--- src/rtl/disp_7seg_rx.sv ---
// Multiplexed 7-segment display receiver: debounces {E,Q}, decodes digits and publishes whole frames.
// Latency: a digit is accepted on its SETTLE_CYCLES-th identical sample and the frame is published one CLK later.
// No backpressure: CE-paced sampling; optional DP capture is enabled by macro DISP_7SEG_RX_DP_EN.
module disp_7seg_rx #(
  parameter int unsigned SETTLE_CYCLES = 4,
  parameter logic [7:0]  FRAME_MASK    = 8'hFF
) (
  input  logic        CLK,
  input  logic        CLR,
  input  logic        CE,
  input  logic [7:0]  E,
  input  logic [7:0]  Q,
  output logic [31:0] DIGITS,
  output logic [7:0]  DP_OUT,
  output logic [7:0]  INVALID,
  output logic        FRAME_STB,
  output logic        ERR
);

  localparam logic [7:0] SETTLE_MAX = 8'(SETTLE_CYCLES);
  localparam logic [7:0] SETTLE_HIT = 8'(SETTLE_CYCLES - 1);
`ifdef DISP_7SEG_RX_DP_EN
  localparam logic [15:0] CMP_MASK = 16'hFFFF;
`else
  localparam logic [15:0] CMP_MASK = 16'hFF7F;
`endif

  logic [15:0] prev_smp;
  logic [7:0]  stable_cnt;
  logic [7:0]  cnt_nxt;
  logic        accepted;
  logic        acc_q;
  logic [7:0]  seen;
  logic [7:0]  seen_nxt;
  logic [31:0] nib_sh;
  logic [7:0]  inv_sh;
  logic [7:0]  e_n;
  logic        same;
  logic        multi;
  logic        one_hot;
  logic        accept;
  logic        frame_go;
  logic [2:0]  pos;
  logic [3:0]  dec_nib;
  logic        dec_inv;

  assign e_n     = ~E;
  assign same    = ((({E, Q} ^ prev_smp) & CMP_MASK) == 16'h0000);
  assign multi   = (e_n & (e_n - 8'd1)) != 8'h00;
  assign one_hot = (e_n != 8'h00) && !multi;

  // A multi-enable sample restarts the dwell even if it repeats.
  always_comb begin
    cnt_nxt = 8'd0;
    if (same && !multi) begin
      cnt_nxt = (stable_cnt >= SETTLE_MAX) ? SETTLE_MAX : stable_cnt + 8'd1;
    end
  end

  assign accept   = CE && one_hot && (cnt_nxt == SETTLE_HIT) && !accepted;
  assign frame_go = acc_q && ((seen & FRAME_MASK) == FRAME_MASK);

  always_comb begin
    pos = 3'd0;
    for (int i = 0; i < 8; i++) begin
      if (e_n[i]) pos = 3'(i);
    end
  end

  always_comb begin
    seen_nxt = frame_go ? 8'h00 : seen;
    if (accept) seen_nxt = seen_nxt | e_n;
  end

  always_comb begin
    dec_nib = 4'h0;
    dec_inv = 1'b0;
    case (Q[6:0])
      7'h40: dec_nib = 4'h0;
      7'h79: dec_nib = 4'h1;
      7'h24: dec_nib = 4'h2;
      7'h30: dec_nib = 4'h3;
      7'h19: dec_nib = 4'h4;
      7'h12: dec_nib = 4'h5;
      7'h02: dec_nib = 4'h6;
      7'h78: dec_nib = 4'h7;
      7'h00: dec_nib = 4'h8;
      7'h10: dec_nib = 4'h9;
      7'h08: dec_nib = 4'hA;
      7'h03: dec_nib = 4'hB;
      7'h46: dec_nib = 4'hC;
      7'h21: dec_nib = 4'hD;
      7'h06: dec_nib = 4'hE;
      7'h0E: dec_nib = 4'hF;
      default: dec_inv = 1'b1;
    endcase
  end

  always_ff @(posedge CLK or negedge CLR) begin
    if (!CLR) begin
      prev_smp   <= 16'hFFFF;
      stable_cnt <= 8'd0;
      accepted   <= 1'b0;
      acc_q      <= 1'b0;
      seen       <= 8'h00;
      nib_sh     <= 32'h0;
      inv_sh     <= 8'h00;
      DIGITS     <= 32'h0;
      INVALID    <= 8'h00;
      FRAME_STB  <= 1'b0;
      ERR        <= 1'b0;
    end else begin
      acc_q     <= accept;
      ERR       <= CE && multi;
      FRAME_STB <= frame_go;
      seen      <= seen_nxt;
      if (CE) begin
        stable_cnt <= cnt_nxt;
        if (!same || multi) begin
          prev_smp <= {E, Q};
          accepted <= 1'b0;
        end else if (accept) begin
          accepted <= 1'b1;
        end
      end
      if (accept) begin
        nib_sh[4*pos +: 4] <= dec_nib;
        inv_sh[pos]        <= dec_inv;
      end
      if (frame_go) begin
        DIGITS  <= nib_sh;
        INVALID <= inv_sh;
      end
    end
  end

`ifdef DISP_7SEG_RX_DP_EN
  logic [7:0] dp_sh;

  always_ff @(posedge CLK or negedge CLR) begin
    if (!CLR) begin
      dp_sh  <= 8'h00;
      DP_OUT <= 8'h00;
    end else begin
      if (accept) dp_sh[pos] <= ~Q[7];
      if (frame_go) DP_OUT <= dp_sh;
    end
  end
`else
  assign DP_OUT = 8'h00;
`endif

endmodule

--- config.mk ---
export PLATFORM = sky130hd
export DESIGN_NAME = disp_7seg_rx
export DESIGN_NICKNAME = d
export VERILOG_FILES = /design/src/rtl/disp_7seg_rx.sv
export SDC_FILE = /design/constraint.sdc
export NUM_CORES = 1
export LEC_CHECK = 0
export ABC_CLOCK_PERIOD_IN_PS = 3600
export CAP_MARGIN = 20
export CORE_UTILIZATION = 55
export CTS_BUF_LIST = sky130_fd_sc_hd__clkbuf_16
export DETAILED_ROUTE_END_ITERATION = 6
export GPL_ROUTABILITY_DRIVEN = 0
export PLACE_DENSITY = 0.79
export SLEW_MARGIN = 10
export SYNTH_ARGS = -nofsm -noshare
export SYNTH_HDL_FRONTEND = slang
export SYNTH_SLANG_ARGS = --single-unit
--- constraint.sdc ---
create_clock -name CLK -period 3.6 [get_ports CLK]
set_clock_uncertainty 0.2 [all_clocks]
set_input_delay 0.72 -clock CLK [delete_from_list [all_inputs] [get_ports CLK]]
set_output_delay 0.72 -clock CLK [all_outputs]
set_load 0.02 [all_outputs]
* Yosys cells after proc, flatten, opt, wreduce, memory -nomap -nowiden
Index checks and enable logic that the tools add are counted.
** Storage, ports and cells
- Bits in registers :: 116
- Input port bits :: 19
- Output and inout port bits :: 50
- Logic and storage cells :: 79
** Operators by class
- Add/subtract/negate cells :: 3
- $lt $le $gt $ge :: 3
- Equal/unequal tests :: 17
- Shifts and indexed selects :: 2
- Multiplexer cells :: 19
- Bitwise gates (word level) :: 4
- Reduce and logical (&&, ||, !) cells :: 20
** Operator list (count)
- 4-bit one-hot mux with 15 select lines :: 1
- 5-bit negation with 34-bit output :: 1
- 4-bit by 34-bit variable shift with 32-bit output, first input constant :: 1
- 4-bit by 34-bit indexed part select with 32-bit output :: 1
- 32-bit bitwise mux :: 1
- 8-bit two-way mux :: 4
- 7-bit == test, second input constant :: 4
- 7-bit by 5-bit == test with 1-bit output, second input constant :: 3
- 7-bit by 6-bit == test with 1-bit output, second input constant :: 3
- 16-bit logical NOT :: 1
- 8-bit nonzero test :: 2
- 16-bit OR reduction :: 1
- 16-bit XOR :: 1
- 7-bit by 2-bit == test with 1-bit output, second input constant :: 2
- 7-bit by 4-bit == test with 1-bit output, second input constant :: 2
- 3-bit two-way mux :: 4
- 8-bit by 1-bit adder with 8-bit output, second input constant :: 1
- 8-bit AND :: 1
- 8-bit bitwise mux :: 1
- 8-bit by 2-bit == test with 1-bit output, second input constant :: 1
- 8-bit == test, second input constant :: 1
- 8-bit by 3-bit greater-or-equal comparator with 1-bit output, second input constant :: 1
- 1-bit logical AND :: 8
- 8-bit inverter :: 1
- 13 further kinds :: 21

* Longest topological paths before layout
Gate-level depths: netlist of the first run.
- Word-level depth :: 13
- Depth in mapped cells :: 11
- Depth with buffers taken out :: 10

* Worst setup path after synthesis of the first run
No wires, ideal clock.
- Path type :: input-to-reg
- Start :: input port E[7]
- End :: register nib_sh[1]
- Setup time :: 0.125 ns
- Data arrival time :: 2.627 ns
- Data required time :: 3.275 ns
- Setup slack :: 0.649 ns
- Stages on the path :: 9
- Path buffers :: 1
- Path through :: clkbuf_1 -> o21ai_0 -> a31oi_1 -> ha_1 -> ha_1 -> nor2_1 -> and4_1 -> and4_1 -> mux2_2
** On the way
- Longest elaborated chain between the ends :: 10
- Elaborated cells between the ends (all ways) :: 20
- Classes of those cells :: 2 x add/sub; 1 x eq/ne; 2 x shift; 3 x mux; 3 x bitwise; 9 x reduce/logical
** RTL lines
- start, declared :: line 11 : input logic [7:0] E,
- 8-bit inverter :: line 47 : assign e_n = ~E;
- 8-bit by 1-bit subtractor with 8-bit output :: line 49 : assign multi = (e_n & (e_n - 8'd1)) != 8'h00;
- 8-bit AND :: line 49
- 8-bit nonzero test :: line 49
- 1-bit logical NOT :: line 50, 55
- 1-bit logical AND :: line 55 : if (same && !multi) begin
- 8-bit two-way mux :: line 55
- 8-bit by 2-bit == test with 1-bit output :: line 60 : assign accept = CE && one_hot && (cnt_nxt == SETTLE_HIT) && !accepted;
- 1-bit logical AND (2 in a row) :: line 60
- end signal, assigned by index :: line 127 : nib_sh[4*pos +: 4] <= dec_nib;
- end, declared :: line 35 : logic [31:0] nib_sh;
Parallel ways exist; a longest one is shown, timed or not.
A chain may end at the register's enable or synchronous reset.

* Final worst setup path of the first run
- Start :: input port E[6]
- End :: register nib_sh[9]
Same word-level chain as after synthesis.

==> results of run 1 <==
## per-stage QoR
step                       util  setup slack [ns]  hold WS [ns]  instances
final                     0.726             0.421         0.234        661
after global routing      0.726             0.287         0.301        661
after CTS                 0.726             0.470         0.258        661
after detailed placement  0.668            0.0933         0.271        629
after global placement    0.668             0.127         0.268        629
after floorplan               -             0.649         0.224        436
## routing by layer
| layer | global-route usage | up-vias | wire, µm |
|---|---|---|---|
| met5 | 0 | - | 0 |
| met4 | 0.0925 | 0 | 133 |
| met3 | 0.0592 | 12 | 453 |
| met2 | 0.389 | 116 | 5660 |
| met1 | 0.331 | 1871 | 5140 |
| li1 | - | 1716 | - |
## synth_stat cells (all sizes together), types with 2 or more instances
library cell / count
ha: 4
dfstp: 15
nand4b: 3
a32o: 2
a21oi: 2
nand4: 15
nor3b: 5
o22ai: 10
nor2: 23
o211ai: 2
mux2: 95
xor2: 13
nor2b: 10
clkbuf: 18
and2: 2
o21ai: 8
a211oi: 3
buf: 15
nand2b: 2
inv: 16
nand2: 15
a31oi: 3
nor4: 12
and4: 4
nor3: 5
dfrtp: 100
xnor2: 4
nand3: 7
nand3b: 3
## state kept, by name, summed over array words and instances (netlist names)
signal,count
stable_cnt,8
INVALID,8
acc_q,1
DIGITS,32
accepted,1
ERR,1
FRAME_STB,1
inv_sh,8
prev_smp,15
seen,8
nib_sh,32
## path summary, 6_finish.rpt
path | to | depth (start not counted) | startpoint | slack [ns]
worst max-delay path | nib_sh[9]$_DFFE_PN0P_ | 10 | E[6] | 0.42
min in group CLK | inv_sh[6]$_DFFE_PN0P_ | 1 | inv_sh[6]$_DFFE_PN0P_ | 0.29
max in group asynchronous | nib_sh[5]$_DFFE_PN0P_ | 2 | CLR | 2.22
worst max register to register | inv_sh[0]$_DFFE_PN0P_ | 7 | stable_cnt[0]$_DFFE_PN0P_ | 0.89
worst min register to register | inv_sh[6]$_DFFE_PN0P_ | 1 | inv_sh[6]$_DFFE_PN0P_ | 0.29
worst min-delay path | INVALID[3]$_DFFE_PN0P_ | 1 | CLR | 0.23
## report_power, final
part	total (µW)	internal (µW)	leakage, µW	switching, µW
combinational	209	87.5	0.00140	122
sequential	1340	1320	0.00151	11.7
clock	1530	894	0.000257	632
## layout make-up
class                   count  area, µm²
clock buffers              17        425
clock inverters            15        123
fillers                   616       2550
inverters                  16       60.1
multi-input cells         272       2220
flip-flops and latches    115       2900
well taps                 129        161
repair buffers             97        886
## worst max-delay path, cell delays in order
cell,delay [ns]
clkdlybuf4s50_1,0.65
inv_1,0.10
o21ai_0,0.15
a31oi_1,0.09
ha_1,0.22
ha_1,0.22
nor2b_1,0.24
and4_1,0.23
nand4b_1,0.27
mux2_2,0.37
## cells by family (layout without fill, tap and decap cells)
| logic type | count (synthesis) | count (layout) | share of synthesized area |
|---|---|---|---|
| flops | 115 | 115 | 0.544 |
| buf+inv | 49 | 145 | 0.0449 |
| compound gates | 36 | 36 | 0.0449 |
| fa+ha+maj | 4 | 4 | 0.00940 |
| mux | 96 | 96 | 0.203 |
| simple gates | 111 | 111 | 0.126 |
| other cells | 1 | 8 | 0.000704 |
| xor+xnor | 17 | 17 | 0.0280 |
## layout by cell type, fill, tap and decap left out, types with 5 or more instances in the layout
cell type	Yosys	routed
mux2_1	12	12
nor4_1	10	9
clkdlybuf4s50_1	0	58
inv_1	16	17
nor2_1	20	20
dfrtp_1	100	100
dfstp_2	15	15
inv_6	0	6
nand3_1	7	7
nand2_1	15	15
mux2_2	83	83
o22ai_1	10	10
conb_1	1	8
nor3b_1	5	5
o21ai_0	8	8
buf_4	9	38
xor2_1	13	13
nand4_1	15	15
clkbuf_16	0	17
nor2b_1	10	10
clkinvlp_4	0	5
==> flow_summary_export.csv, run 1 <==
group,metric,value,unit
clock_network,insertion_delay,0.41,ns
setup_path,critical_path_class,"in2reg",
timing,clock.fmax,315,MHz
die,initial_core_utilization,0.571,
synthesis,ys_async_sr_fraction,1.00,
synthesis,postSynthAreaPerCell,12.4,µm²
die,io_pins,69,
synthesis,synth-edff-count,0,
setup_path,cp_data_required_time,3.69,ns
clock_network,cts.sink_count,115,
timing,layout_min_cycle_time,3.18,ns
clock_network,post_cts_hold_buffer_count,0,
cells_and_area,area_growth_syn_to_layout,27.2,%
pwr,design_power_total,3070,µW
synthesis,yosys.cell_types.count,51,
clock_network,clk_pin_slew_worst_paths,0.06,ns
routing,post_drt_via_cell_ratio,5.62,
die,die_height,100,µm
clock_network,numCtsBuffers,17,
synthesis,synth.top_cells.by_area,"dfrtp_1 (47%), mux2_2 (18%), dfstp_2 (7.4%), mux2_1 (2.5%), xor2_1 (2.1%)",
cells_and_area,antenna_cells_inserted,0,
synthesis,synthesis.instances,429,
timing,worstMarginPinSlew,0.872,ns
flow_run,max_cap_violations,0,
cells_and_area,finalNetCount,542,
pwr,power_leakage,0.00317,µW
clock_network,h_tree_depth_reported_by_cts,4,
synthesis,synth_top_area_frac,0.470,
setup_path,end_kind,"register",
placement,detailed_place.area,6230,µm²
die,fp.coreArea,9330,µm²
synthesis,yosysTopAreaCell,"dfrtp_1",
timing,report.final.hold_viol_count,0,
routing,avgRoutedWirePerCell,17.2,µm
global_routing,grt_first_pass_wirelength,18900,µm
setup_path,critPathLaunchType,"input port",
global_routing,first_global_vias,3913,
setup_path,critical_path_peak_fanout,8,
routing,drc,0,
clock_network,cts_repair_resize_count,0,
clock_network,cts_root_buf,"clkbuf_16",
die,die-width,100,µm
min_path,hold_path.class,"in2async",
global_routing,globalRouteTotalUtil,0.246,
die,design.die.area,10100,µm²
die,fp-row-count,35,
timing,slew_violations,0,
timing,rsz_0062_raised_after_global_routing,"false",
global_routing,grt_remaining_overflow,0,
pwr,powerDensity,453,nW/µm²
cells_and_area,drive_above_1_share,0.331,
timing,worst_slew_margin_rel,0.419,
synthesis,synth_seq_area_share,0.544,
timing,finalSetupViolCount,0,
synthesis,ys.warnings.count,0,
timing,timing.final.crit_share,0.883,
placement,dp_hpwl,7330,µm
global_routing,number_of_antenna_violations_at_the_first_check_in_global_routing,0,
timing,setup_tns,0,ns
routing,finalWirelength,11400,µm
routing,dr.pass1.iters,4,
clock_network,clk_path_buf_depth,2,
synthesis,synth-main-ff-cell,"dfrtp_1",
routing,detail_route.iter0.violations,144,
pwr,peakVddDrop,0.317,mV
outcome,run_status,"completed",
setup_path,worst_ep_arrival_time,3.27,ns
clock_network,cts_tree,"built",
synthesis,synth.cell_area,5330,µm²
synthesis,synth.ff_latch_count,115,
routing,detailroute.via_count,3715,
clock_network,cts.repair_timing.setup_buffer_count,0,
global_routing,grt_start_max_net_pins,70,
routing,antenna_violation_net_count_after_detailed_routing,0,
placement,io_buffers,59,
cells_and_area,finish.instance_area,6780,µm²
Power figures use the tool's default switching activity.
==> run 2: changes to the inputs <==
--- a/config.mk
+++ b/config.mk
@@ -9,6 +9,7 @@
 export CAP_MARGIN = 20
 export CORE_UTILIZATION = 55
 export CTS_BUF_LIST = sky130_fd_sc_hd__clkbuf_16
+export CTS_CLUSTER_DIAMETER = 80
 export DETAILED_ROUTE_END_ITERATION = 6
 export GPL_ROUTABILITY_DRIVEN = 0
 export PLACE_DENSITY = 0.79
==> results of run 2 <==
No change in the layout: final DEF, timing and power equal those of run 1.
